[src/rtl/fpu_result_buffer.sv]
// Result FIFO behind the FPU output port: buffers {result, status, tag},
// keeps sticky exception flags and counts results handed to the consumer.
module fpu_result_buffer #(
  parameter int WIDTH = 16,
  parameter int DEPTH = 4,
  parameter int TAG_W = 1
) (
  input  logic                       clk_i,
  input  logic                       rst_ni,
  input  logic [WIDTH-1:0]           fpu_result_i,
  input  logic [4:0]                 fpu_status_i,
  input  logic [TAG_W-1:0]           fpu_tag_i,
  input  logic                       fpu_valid_i,
  output logic                       fpu_ready_o,
  input  logic                       flush_i,
  output logic [WIDTH-1:0]           res_data_o,
  output logic [4:0]                 res_status_o,
  output logic [TAG_W-1:0]           res_tag_o,
  output logic                       res_valid_o,
  input  logic                       res_ready_i,
  output logic [4:0]                 fflags_o,
  input  logic                       fflags_clr_i,
  output logic [$clog2(DEPTH+1)-1:0] count_o,
  output logic                       full_o,
  output logic                       empty_o,
  output logic [15:0]                pop_cnt_o
);

  localparam int PTR_W = $clog2(DEPTH);
  localparam int CNT_W = $clog2(DEPTH+1);
  localparam int ENT_W = WIDTH + 5 + TAG_W;

  logic [ENT_W-1:0] mem_q [DEPTH];
  logic [ENT_W-1:0] mem_d [DEPTH];
  logic [PTR_W-1:0] wptr_q, wptr_d;
  logic [PTR_W-1:0] rptr_q, rptr_d;
  logic [CNT_W-1:0] count_q, count_d;
  logic [4:0]       fflags_q, fflags_d;
  logic [15:0]      pop_cnt_q, pop_cnt_d;
  logic             push, pop, push_eff;

  function automatic logic [PTR_W-1:0] ptr_inc(input logic [PTR_W-1:0] p);
    return (p == PTR_W'(DEPTH-1)) ? '0 : p + 1'b1;
  endfunction

  // Both ports transfer on an edge where valid && ready; ready depends only on
  // registered occupancy, so consumer stalls never reach fpu_ready_o in the same cycle.
  assign full_o      = (count_q == CNT_W'(DEPTH));
  assign empty_o     = (count_q == '0);
  assign fpu_ready_o = !full_o;
  assign res_valid_o = !empty_o;
  assign push        = fpu_valid_i && fpu_ready_o;
  assign pop         = res_valid_o && res_ready_i;
  assign push_eff    = push && !flush_i;

  assign {res_data_o, res_status_o, res_tag_o} = mem_q[rptr_q];
  assign count_o   = count_q;
  assign fflags_o  = fflags_q;
  assign pop_cnt_o = pop_cnt_q;

  always_comb begin
    mem_d     = mem_q;
    wptr_d    = wptr_q;
    rptr_d    = rptr_q;
    count_d   = count_q;
    pop_cnt_d = pop_cnt_q;
    fflags_d  = fflags_q;
    if (flush_i) begin
      wptr_d  = '0;
      rptr_d  = '0;
      count_d = '0;
    end else begin
      if (push) begin
        mem_d[wptr_q] = {fpu_result_i, fpu_status_i, fpu_tag_i};
        wptr_d        = ptr_inc(wptr_q);
      end
      if (pop) begin
        rptr_d    = ptr_inc(rptr_q);
        pop_cnt_d = pop_cnt_q + 16'd1;
      end
      case ({push, pop})
        2'b10:   count_d = count_q + 1'b1;
        2'b01:   count_d = count_q - 1'b1;
        default: count_d = count_q;
      endcase
    end
    // A status pushed in the clearing cycle survives the clear.
    if (fflags_clr_i)  fflags_d = push_eff ? fpu_status_i : 5'd0;
    else if (push_eff) fflags_d = fflags_q | fpu_status_i;
  end

  always_ff @(posedge clk_i) begin
    if (!rst_ni) begin
      for (int i = 0; i < DEPTH; i++) mem_q[i] <= '0;
      wptr_q    <= '0;
      rptr_q    <= '0;
      count_q   <= '0;
      fflags_q  <= '0;
      pop_cnt_q <= '0;
    end else begin
      mem_q     <= mem_d;
      wptr_q    <= wptr_d;
      rptr_q    <= rptr_d;
      count_q   <= count_d;
      fflags_q  <= fflags_d;
      pop_cnt_q <= pop_cnt_d;
    end
  end

endmodule

[config.mk]
export PLATFORM = sky130hd
export DESIGN_NAME = fpu_result_buffer
export DESIGN_NICKNAME = d
export VERILOG_FILES = /design/src/rtl/fpu_result_buffer.sv
export SDC_FILE = /design/constraint.sdc
export NUM_CORES = 1
export LEC_CHECK = 0
export ABC_AREA = 1
export BUFFER_PORTS_ARGS = -buffer_cell sky130_fd_sc_hd__buf_2
export CAP_MARGIN = 20
export CORE_MARGIN = 2
export CORE_UTILIZATION = 30
export DETAILED_ROUTE_END_ITERATION = 12
export GPL_TIMING_DRIVEN = 0
export PLACE_DENSITY_LB_ADDON = 0.25
export SYNTH_ARGS = -nofsm -noshare
export SYNTH_HDL_FRONTEND = slang
export SYNTH_SLANG_ARGS = --single-unit
export TNS_END_PERCENT = 1
[constraint.sdc]
create_clock -name clk_i -period 4.7 [get_ports clk_i]
set_clock_uncertainty 0.1 [all_clocks]
set_input_delay 0.47 -clock clk_i [delete_from_list [all_inputs] [get_ports clk_i]]
set_output_delay 0.47 -clock clk_i [all_outputs]
set_load 0.02 [all_outputs]
**After elaboration in Yosys (flattened, before gate mapping)**

Index checks and enable logic that the tools add are counted.

- Memories kept: 0
- Memory bits (writable): 0
- ROM bits: 0
- Latch bits: 0
- Bits in registers: 116
- Bits of input ports: 28
- Output and inout bits: 50

- Divide/modulo/power cells: 0
- Bitwise operators: 5
- Mux-type cells: 12
- Reductions and logical operators: 13
- Shifts and indexed selects: 0
- Add/subtract/negate cells: 5
- Multipliers: 0
- Magnitude comparators: 3
- Equality and inequality tests: 5

Operators by type and width:

| operator | count |
|---|---|
| bitwise mux 88 bit | 1 |
| 2-to-1 mux 22 bit | 3 |
| binary-select mux 22 bit (select 2 bit) | 1 |
| demux 22 bit (select 2 bit) | 1 |
| adder 16 x 1 -> 16 bit (second input constant) | 1 |
| 2-to-1 mux 5 bit | 3 |
| equality test 2 bit (second input constant) | 3 |
| greater-or-equal comparator 3 bit (second input constant) | 2 |
| NOT 2 -> 3 bit | 2 |
| one-hot mux 3 bit (2 select lines) | 1 |
| OR 5 bit | 1 |
| adder 2 x 1 -> 2 bit (second input constant) | 2 |
| logical AND 1 bit | 4 |
| 2-to-1 mux 2 bit | 2 |
| AND reduction 2 bit | 2 |
| nonzero test 2 bit | 2 |
| adder 3 x 1 -> 3 bit (second input constant) | 1 |
| equality test 3 bit (second input constant) | 1 |
| zero test 1 bit | 3 |
| zero test 3 bit | 1 |
| less-than comparator 3 x 1 -> 1 bit (second input constant) | 1 |
| subtractor 3 x 1 -> 3 bit (second input constant) | 1 |
| equality test 2 x 1 -> 1 bit (second input constant) | 1 |
| NOT 1 bit | 2 |
| OR reduction 2 bit | 1 |

**Logic depth before layout (Yosys ltp)**

Gate-level depths: netlist of the first run.

- Word-level depth: 6
- Depth in mapped cells: 11
- Depth with buffers taken out: 11

**Least setup slack after synthesis of the first run**

No wires, ideal clock.

- Path kind: register to register
- Start point: register count_q[2], in the netlist count_o[2]
- End point: register count_q[2], in the netlist count_o[2]
- Slack: 2.575 ns
- Arrival time: 1.903 ns
- Cell stages (with the launch flop): 12
- Clock period less this slack: 2.125 ns
- Setup time: 0.122 ns
- Cells stage by stage: dfxtp_1 -> inv_1 -> nand2_2 -> nand2_1 -> inv_1 -> ha_1 -> inv_1 -> fa_1 -> a21oi_1 -> o21ai_0 -> o21ai_0 -> a21oi_1

- Cells in the longest elaborated chain, start to end: 5

RTL lines:

| item | line | source |
|---|---|---|
| start: declaration | 37 | `logic [CNT_W-1:0] count_q, count_d;` |
| start signal: assignment | 104 | `count_q <= count_d;` |
| zero test 3 bit (*) | 49 | `assign empty_o = (count_q == '0);` |
| zero test 1 bit (*) | 51 | `assign res_valid_o = !empty_o;` |
| net res_valid_o | 19 | `output logic res_valid_o,` |
| logical AND 1 bit (*) | 53 | `assign pop = res_valid_o && res_ready_i;` |
| net pop | 40 | `logic push, pop, push_eff;` |
| equality test 2 x 1 -> 1 bit / equality test 2 bit (equally long branches) | 81 | `case ({push, pop})` |
| one-hot mux 3 bit (2 select lines) / nonzero test 2 bit (equally long branches) | n/a |  |

The timed path passes the listed nets; every way through them passes the cells marked *.
A chain may end at the register's enable or synchronous reset.

**Worst setup path in the final report of the first run**

- Start point: register rptr_q[0]
- End point: output res_data_o[7]

- Cells in the longest elaborated chain, start to end: 4

RTL lines:

| item | line | source |
|---|---|---|
| start: declaration | 36 | `logic [PTR_W-1:0] rptr_q, rptr_d;` |
| start signal: assignment | 103 | `rptr_q <= rptr_d;` |
| NOT 2 -> 3 bit (not written as such) | 56 | `assign {res_data_o, res_status_o, res_tag_o} = mem_q[rptr_q];` |
| binary-select mux 22 bit (select 2 bit) | 56 |  |
| 2-to-1 mux 22 bit (not written as such) (2 in series) | 56 |  |
| end: declaration | 16 | `output logic [WIDTH-1:0] res_data_o,` |

Every way passes these cells. The select of a mux whose other input is x is not followed.

==> impl_metrics.yaml, run 1 <==
status:
  outcome: "completed"
clock_network:
  cts_buffer_depth: 2
  post_cts_buffers: 0
  clk_pin_slew_ns: 0.05
  cts-htree-levels: 4
  cts_tree: "done"
  cts-resized-gates: 0
  clock_sinks: 116
  cts_root_buf: "clkbuf_16"
  ctsHoldBuffers: 0
  cts_buffers: 17
  worst_skew_pair.late_latency_ns: 0.42
detailed_routing:
  first_pass_iters: 7
  dr.max_layer_used: "met4"
  routed-wl-met2_mm: 7.49
  wire_per_inst_um: 15.9
  dr.first_iter.drc_count: 493
  drt-total-wl_mm: 16.6
  drtAntennaViolNets: 0
  wl_met1_mm: 7.60
  viasPerCell: 4.95
  drc: 0
  vias: 5154
  wl_met3_mm: 1.24
synthesis:
  synth_fp_nets: 745
  synth_warnings: 0
  synth_mux_area_frac: 0
  synth_area_um2: 5180
  yosys.area_share.simple: 0.271
  synthAdderAreaFrac: 0.0208
  ys_seq_area_frac: 0.448
  yosys.area_share.xor_xnor: 0
  synth_cells: 709
  synthDistinctLibCells: 26
  synth_compound_area_frac: 0.186
  ys_ff_latch: 116
  synth_area_per_cell_um2: 7.30
  synth_top_family_by_area: "simple AND/OR/NAND/NOR gates"
power_and_ir_drop:
  p_per_area_nw_per_um2: 392
  p_leak_nw: 2.45
  power_frac_clock: 0.498
  swShare: 0.247
  total_power_mw: 2.51
  switchingPower_mw: 0.620
  pwr-share-comb: 0.098
  seqPwrFrac: 0.404
  p_int_mw: 1.89
  ir_worst_vdd_mv: 0.250
worst_setup_path:
  critPathRequiredTime_ns: 4.13
  crit_type: "reg -> out"
  crit_fanout: 10
  rr_startpoint: "count_o[2]"
  cp-end-kind: "output port"
  crit_start: "rptr_q[0]"
  worstPathArrival_ns: 2.18
  startpoint_type: "register"
placed_design:
  place_ws_ns: 2.38
  dpl_cell_area_um2: 5850
  portBuffers: 77
  gp_congestion: 0.785
  hpwl_mm: 11.1
global_routing:
  grt_pass1_vias: 4949
  grt_pass1_wl_mm: 26.4
  grtUsageTotal: 0.188
  antenna_found_initial: 0
  grt-ovfl-total: 0
  grt_max_degree: 17
timing:
  relSlewSlack: 0.573
  finalCritPeriodShare: 0.586
  fmax_ghz: 0.363
  final_max_slew_viol_count: 0
  hold_violations: 0
  fin_setup_tns_ns: 0
  min_period_ns: 2.75
  finalSetupViolCount: 0
  fin_ws_ns: 1.95
  tightest_slew_ns: 0.640
  rsz0062_at_grt: "false"
hold_path:
  min_path_type: "in -> reg"
  min_from: "rst_ni"
finish:
  multiInputGateArea_um2: 2470
  fin_util: 0.376
  fillers: 1872
  regArea_um2: 2320
  layout-drive-gt1-share: 0.158
  antenna_cells: 0
  nets: 841
  flow.area_growth_from_synthesis_pct: 23.7
  fin_area_um2: 6410
die:
  die_w_um: 135
  fp-row-count: 48
  die_h_um: 135
  dieArea_um2: 18300
  start_util: 0.304
  core_um2: 17100
  floorplan.io_pins: 78
run:
  maxCapViolCount: 0
cell families (layout without fill, tap and decap cells):
kind of cell	Yosys count	in the layout
and+or+nand+nor	324	324
AOI/OAI and AO/OA	187	187
DFF	116	116
buffers and inverters	74	181
adders and majority gates	8	8
worst paths after layout:
path                            slack, ns            end  depth (start not counted)
worst max-delay path                 1.95  res_data_o[7]                          6
worst min-delay path                 0.22   pop_cnt_o[2]                          3
worst max register to register       2.66     count_o[2]                         11
worst min register to register       0.36      mem_q[27]                          2
routing by layer:
metal  vias to the layer above  track usage
li1                       2595            -
met1                      2377        0.249
met2                       161        0.292
met3                        21       0.0546
met4                         0       0.0642
met5                         -            0
flip-flops by register name, summed over array words and instances (netlist names):
name,count
count_o,3
fflags_o,5
mem_q,88
pop_cnt_o,16
rptr_q,2
wptr_q,2
power by group through the flow:
stage	sequential (mW)	clock (mW)	combinational, mW
after floorplan	1.04	0	0.146
after global placement	1.03	0	0.246
after detailed placement	1.03	0	0.246
after CTS	1.01	1.27	0.247
after global routing	1.02	1.31	0.271
final	1.01	1.25	0.246
cell usage after synthesis (all sizes together):
| library cell | instances | area share |
|---|---|---|
| nor2 | 80 | 0.062 |
| nand3 | 101 | 0.099 |
| ha | 7 | 0.017 |
| and2 | 1 | 0.0012 |
| fa | 1 | 0.0039 |
| buf | 25 | 0.038 |
| clkinv | 3 | 0.0022 |
| o22ai | 22 | 0.027 |
| nor3b | 1 | 0.0015 |
| and3b | 1 | 0.0017 |
| clkbuf | 26 | 0.019 |
| o21ai | 54 | 0.052 |
| nand2 | 136 | 0.10 |
| dfxtp | 116 | 0.45 |
| a21oi | 111 | 0.11 |
| nor3 | 4 | 0.0039 |
| inv | 20 | 0.014 |
placed cells by master, fill, tap and decap left out:
master       n
nand2_1    133
dfxtp_1    116
a21oi_1    111
nand3_1    100
buf_2       80
nor2_1      77
o21ai_0     54
clkbuf_1    31
o22ai_1     22
inv_1       20
clkbuf_16   17
buf_4        8
buf_6        8
ha_1         7
buf_1        5
nor3_1       4
clkinv_1     3
clkinv_2     3
clkbuf_8     3
nor2_2       2
nand2_4      2
bufinv_16    2
nand2_2      1
nor2_8       1
buf_8        1
nand3_2      1
and3b_1      1
nor3b_1      1
and2_1       1
fa_1         1
critical path, stage by stage (launching register included):
cell and delay, ns:
dfxtp_1 0.31, buf_2 0.19, clkinv_1 0.20, clkbuf_1 0.52, nor2_1 0.08, o22ai_1 0.25, buf_2 0.21
per-stage QoR:
step	hold slack, ns	cells
3_3_place_gp	0.346	1011
6_report	0.217	1041
2_1_floorplan	0.336	709
4_1_cts	0.208	1041
5_1_grt	0.236	1041
3_5_place_dp	0.349	1011
layout make-up:
cell class              count  area share
plain buffers              51      0.0463
repair buffers             77      0.0602
inverters                  23      0.0135
well taps                 225      0.0439
flip-flops and latches    116       0.363
clock inverters             5      0.0117
multi-input cells         519       0.386
clock buffers              25      0.0758
Note: power is estimated with default switching activity, not from simulation.
==> run 2, diff against run 1 <==
==> constraint.sdc (replaced) <==
create_clock -name clk_i -period 2.6 [get_ports clk_i]
set_clock_uncertainty 0.1 [all_clocks]
set_input_delay 0.26 -clock clk_i [delete_from_list [all_inputs] [get_ports clk_i]]
set_output_delay 0.26 -clock clk_i [all_outputs]
set_load 0.02 [all_outputs]
==> run 2 against run 1 <==
Net effect: critical path depth is the same; wire length is 0.40% higher; first-iteration DRC count up 0.20%; global-route usage about the same; highest routed layer unchanged.
==> impl_metrics.yaml, run 2 (same netlist as run 1, synthesis figures left out) <==
worst_setup_path:
  cp-end-kind: "output port"
  crit_buf_inv: 4
  worstPathArrival_ns: 2.14
  critPathRequiredTime_ns: 2.24
  crit_start: "rptr_q[0]"
  crit_fanout: 10
  slowest_delay_ns: 0.52
  startpoint_type: "register"
  r2r_end: "count_o[2]"
  critical_path.cell_chain: "buf_2, clkinvlp_4, clkbuf_1, nor2_1, o22ai_1, buf_2"
  cp_common_cell: "buf_2"
  r2r_setup_slack_ns: 0.56
  rr_startpoint: "count_o[2]"
  slowest_stage: "clkbuf_1"
  crit_type: "reg -> out"
  r2r_cells: 11
  cpLargestDelayFamily: "buffers and inverters"
clock_network:
  cts_root_buf: "clkbuf_16"
  cts_tree: "done"
  clk_pin_slew_ns: 0.05
  clock_sinks: 116
  cts_buffer_depth: 2
  post_cts_buffers: 0
  cts-htree-levels: 4
  worst_skew_pair.late_latency_ns: 0.42
  cts_buffers: 17
die:
  die_h_um: 135
  fp-row-count: 48
  dieArea_um2: 18300
  floorplan.io_pins: 78
  start_util: 0.304
  core_um2: 17100
  die_w_um: 135
timing:
  final_max_slew_viol_count: 0
  rsz0062_at_grt: "true"
  tightest_slew_ns: 0.656
  fmax_ghz: 0.400
  finalCritPeriodShare: 0.961
  hold_violations: 0
  min_period_ns: 2.50
  finalSetupViolCount: 0
  relSlewSlack: 0.563
  fin_setup_tns_ns: 0
finish:
  nets: 842
  layout-drive-gt1-share: 0.160
  largest_register_ffs: 88
  final_cell_mix: "nand2_1 (133), dfxtp_1 (116), a21oi_1 (111), nand3_1 (100), buf_2 (80)"
  fin_area_um2: 6420
  antenna_cells: 0
  fin_cells: 1042
  flow.area_growth_from_synthesis_pct: 24.0
  fin_util: 0.376
  regMostFlops: "mem_q"
  mostFrequentLayoutCell: "nand2_1"
power_and_ir_drop:
  p_per_area_nw_per_um2: 707
  total_power_mw: 4.54
  switchingPower_mw: 1.12
  pwr-share-comb: 0.099
  power_frac_clock: 0.498
  p_leak_nw: 2.45
  swShare: 0.247
  seqPwrFrac: 0.404
  ir_worst_vdd_mv: 0.450
  p_int_mw: 3.42
status:
  outcome: "completed"
global_routing:
  grt-ovfl-total: 0
  grtUsageTotal: 0.188
  grt_pass1_wl_mm: 26.4
  grt_max_degree: 17
  grt_pass1_vias: 4961
  antenna_found_initial: 0
detailed_routing:
  drc: 0
  viasPerCell: 4.92
  drtAntennaViolNets: 0
  wire_per_inst_um: 16.0
  drt-total-wl_mm: 16.6
  dr.first_iter.drc_count: 494
  first_pass_iters: 5
  vias: 5131
hold_path:
  min_path_type: "in -> reg"
  worstHoldEndpoint: "fflags_o[0]"
  min_from: "fpu_status_i[0]"
  hold_depth: 3
placed_design:
  dp.cells: 1011
  gp_congestion: 0.785
  dpl_cell_area_um2: 5850
  hpwl_mm: 11.1
  portBuffers: 77
run:
  maxCapViolCount: 0
run 2: changes by cell type in the layout (fill, tap and decap cells not counted):
cell / previous run / this run
clkbuf_1: 31 / 30
clkbuf_2: 0 / 1
clkinv_1: 3 / 2
clkinvlp_4: 0 / 1
dlygate4sd3_1: 0 / 1
run 2: timing repair:
item,CTS,global route
endpoints found under the hold margin,1,0
hold buffers,1,0
gates resized for setup,0,3
endpoints found under the setup margin,0,19
run 2: area by class of cell:
type                       instances  area, µm²
buffer                            51        298
clock buffer                      25        485
clock inverter                     5       75.1
fill                            1872      10600
inverter                          23       90.1
multi-input combinational        519       2470
sequential                       116       2320
tap                              225        282
timing repair buffer              78        395
run 2: power by group through the flow:
stage / Combinational (mW) / Sequential [mW] / Clock [mW]
after floorplan: 0.264 / 1.88 / 0
after global placement: 0.445 / 1.87 / 0
after detailed placement: 0.445 / 1.87 / 0
after CTS: 0.448 / 1.83 / 2.30
after global routing: 0.492 / 1.84 / 2.37
final: 0.448 / 1.83 / 2.26
run 2: per-layer routing:
| layer | global-route usage | vias up | wire length, µm |
|---|---|---|---|
| met1 | 0.249 | 2383 | 7740 |
| li1 | - | 2596 | - |
| met5 | 0 | - | 0 |
| met3 | 0.0546 | 15 | 1080 |
| met4 | 0.0642 | 0 | 209 |
| met2 | 0.293 | 137 | 7590 |
run 2: worst min-delay path, delay by kind of cell:
| family | cells | cell delay (ns) |
|---|---|---|
| compound gates | 1 | 0.06 |
| simple gates | 1 | 0.07 |
| buf+inv | 1 | 0.13 |
run 2: through the flow:
step                hold slack (ns)  setup WS (ns)
floorplan                     0.283          0.475
global placement              0.346          0.471
detailed placement            0.349          0.487
CTS                          0.0306         0.0357
global route                 0.0492        -0.0584
finish                       0.0437          0.102
run 2: how the worst max path moves through the flow:
stage | end | slack (ns) | cells after the start
finish | res_status_o[2] | 0.10 | 6
global route | res_status_o[2] | -0.06 | 6
CTS | res_data_o[7] | 0.04 | 6
detailed placement | res_data_o[7] | 0.49 | 6
global placement | res_data_o[7] | 0.47 | 6
floorplan | count_o[2] | 0.48 | 11
==> run 3, diff against run 2 <==
--- a/config.mk
+++ b/config.mk
@@ -13,6 +13,7 @@
 export DETAILED_ROUTE_END_ITERATION = 12
 export GPL_TIMING_DRIVEN = 0
 export PLACE_DENSITY_LB_ADDON = 0.25
+export SETUP_SLACK_MARGIN = 0.2
 export SYNTH_ARGS = -nofsm -noshare
 export SYNTH_HDL_FRONTEND = slang
 export SYNTH_SLANG_ARGS = --single-unit
==> run 3 against run 2 <==
Net effect: first-iteration DRC count decreased by 1.2%; highest routed layer unchanged; sequential power hardly changed; via count increased by 1.5%; cell count stayed put; final area is essentially flat; critical endpoint is now res_data_o[7]; worst hold slack improved by 0.00056 ns; register-to-register slack is essentially flat; sequential share of layout area hardly changed; critical path type unchanged.
==> impl_metrics.yaml, run 3 (same netlist as run 1, synthesis figures left out) <==
worst_setup_path:
  rr_startpoint: "count_o[2]"
  critPathRequiredTime_ns: 2.24
  slowest_delay_ns: 0.45
  slowest_stage: "clkbuf_1"
  cpLargestDelayFamily: "buffers and inverters"
  crit_fanout: 10
  crit_buf_inv: 3
  r2r_end: "count_o[2]"
  cp-end-kind: "output port"
  critical_path.cell_chain: "inv_1, clkbuf_1, o21ai_0, o22ai_1, buf_2"
  crit_type: "reg -> out"
  r2r_setup_slack_ns: 0.56
  startpoint_type: "register"
  r2r_cells: 11
  worstPathArrival_ns: 1.99
die:
  core_um2: 17100
  dieArea_um2: 18300
  die_w_um: 135
  fp-row-count: 48
  start_util: 0.304
  floorplan.io_pins: 78
  die_h_um: 135
global_routing:
  use_met2: 0.295
  grt_pass1_vias: 4960
  grt.busiest_layer: "met2"
  gr-usage-met3: 0.0546
  grt_max_degree: 17
  grtUsageTotal: 0.188
  antenna_found_initial: 0
  grt-ovfl-total: 0
  met1_usage: 0.249
  grt_pass1_wl_mm: 26.5
run:
  maxCapViolCount: 0
timing:
  finalCritPeriodShare: 0.902
  finalSetupViolCount: 0
  fmax_ghz: 0.426
  final_max_slew_viol_count: 0
  hold_violations: 0
  min_period_ns: 2.35
  worst_hold_slack_ns: 0.0442
  relSlewSlack: 0.565
  rsz0062_at_grt: "true"
  tightest_slew_ns: 0.652
  fin_setup_tns_ns: 0
finish:
  fillers: 1869
  antenna_cells: 0
  final_cell_mix: "nand2_1 (133), dfxtp_1 (116), a21oi_1 (111), nand3_1 (100), buf_2 (80)"
  nets: 842
  flow.area_growth_from_synthesis_pct: 24.1
  mostFrequentLayoutCell: "nand2_1"
  layout-drive-gt1-share: 0.169
  largest_register_ffs: 88
  regMostFlops: "mem_q"
clock_network:
  clock_sinks: 116
  worst_skew_pair.late_latency_ns: 0.42
  cts-htree-levels: 4
  cts_buffer_depth: 2
  clk_pin_slew_ns: 0.05
  cts_buffers: 17
  post_cts_buffers: 0
  cts_tree: "done"
  cts_root_buf: "clkbuf_16"
hold_path:
  min_path_type: "in -> reg"
  hold_depth: 3
  worstHoldEndpoint: "fflags_o[0]"
  min_from: "fpu_status_i[0]"
power_and_ir_drop:
  total_power_mw: 4.54
  ir_worst_vdd_mv: 0.442
  p_per_area_nw_per_um2: 707
  p_leak_nw: 2.47
detailed_routing:
  wire_per_inst_um: 16.0
  dr.first_iter.drc_count: 488
  drtAntennaViolNets: 0
  first_pass_iters: 7
  vias: 5207
  drc: 0
  viasPerCell: 5.00
  drt-total-wl_mm: 16.7
status:
  outcome: "completed"
placed_design:
  portBuffers: 77
  gp_congestion: 0.785
  hpwl_mm: 11.1
-- run 3: routing by layer --
| layer | vias to the layer above | part of all wire |
|---|---|---|
| li1 | 2597 | - |
| met1 | 2418 | 0.46 |
| met2 | 172 | 0.46 |
| met3 | 20 | 0.067 |
| met4 | 0 | 0.013 |
| met5 | - | 0 |
-- run 3: area by class of cell --
class                   instances  area [µm²]  share of cell area
multi-input cells             519        2470               0.385
well taps                     225         282              0.0438
flip-flops and latches        116        2320               0.361
clock inverters                 5        75.1              0.0117
clock buffers                  25         485              0.0755
plain buffers                  51         307              0.0477
inverters                      23        87.6              0.0136
repair buffers                 78         395              0.0615
-- run 3: worst min-delay path, stage by stage --
cell and delay (ns):
buf_2 0.13, nand2_1 0.07, a21oi_1 0.06
-- run 3: worst max-delay path by stage --
stage                     from            end  slack (ns)  cells after the start
global route         rptr_q[1]  res_data_o[6]        0.13                      5
global placement     rptr_q[0]  res_data_o[7]        0.47                      6
floorplan           count_o[2]     count_o[2]        0.48                     11
finish               rptr_q[1]  res_data_o[7]        0.25                      5
CTS                  rptr_q[0]  res_data_o[7]        0.19                      5
detailed placement   rptr_q[0]  res_data_o[7]        0.49                      6
-- run 3: power by group --
group | internal (mW) | total, mW | switching [mW]
combinational | 0.138 | 0.449 | 0.310
clock | 1.47 | 2.26 | 0.790
sequential | 1.81 | 1.84 | 0.0201
total | 3.42 | 4.54 | 1.12
-- run 3: stage by stage --
step,setup slack (ns),std cells,util,cell area [µm²]
finish,0.255,1042,0.377,6430
global route,0.126,1042,0.377,6430
CTS,0.190,1042,0.377,6420
detailed placement,0.487,1011,0.343,5850
global placement,0.471,1011,0.343,5850
floorplan,0.475,709,-,5180
-- run 3: timing repair --
item                                    4_1_cts  5_1_grt
hold buffers                                  1        0
resized for setup                             5        8
endpoints found under the hold margin         1        0
endpoints found under the setup margin       22       22
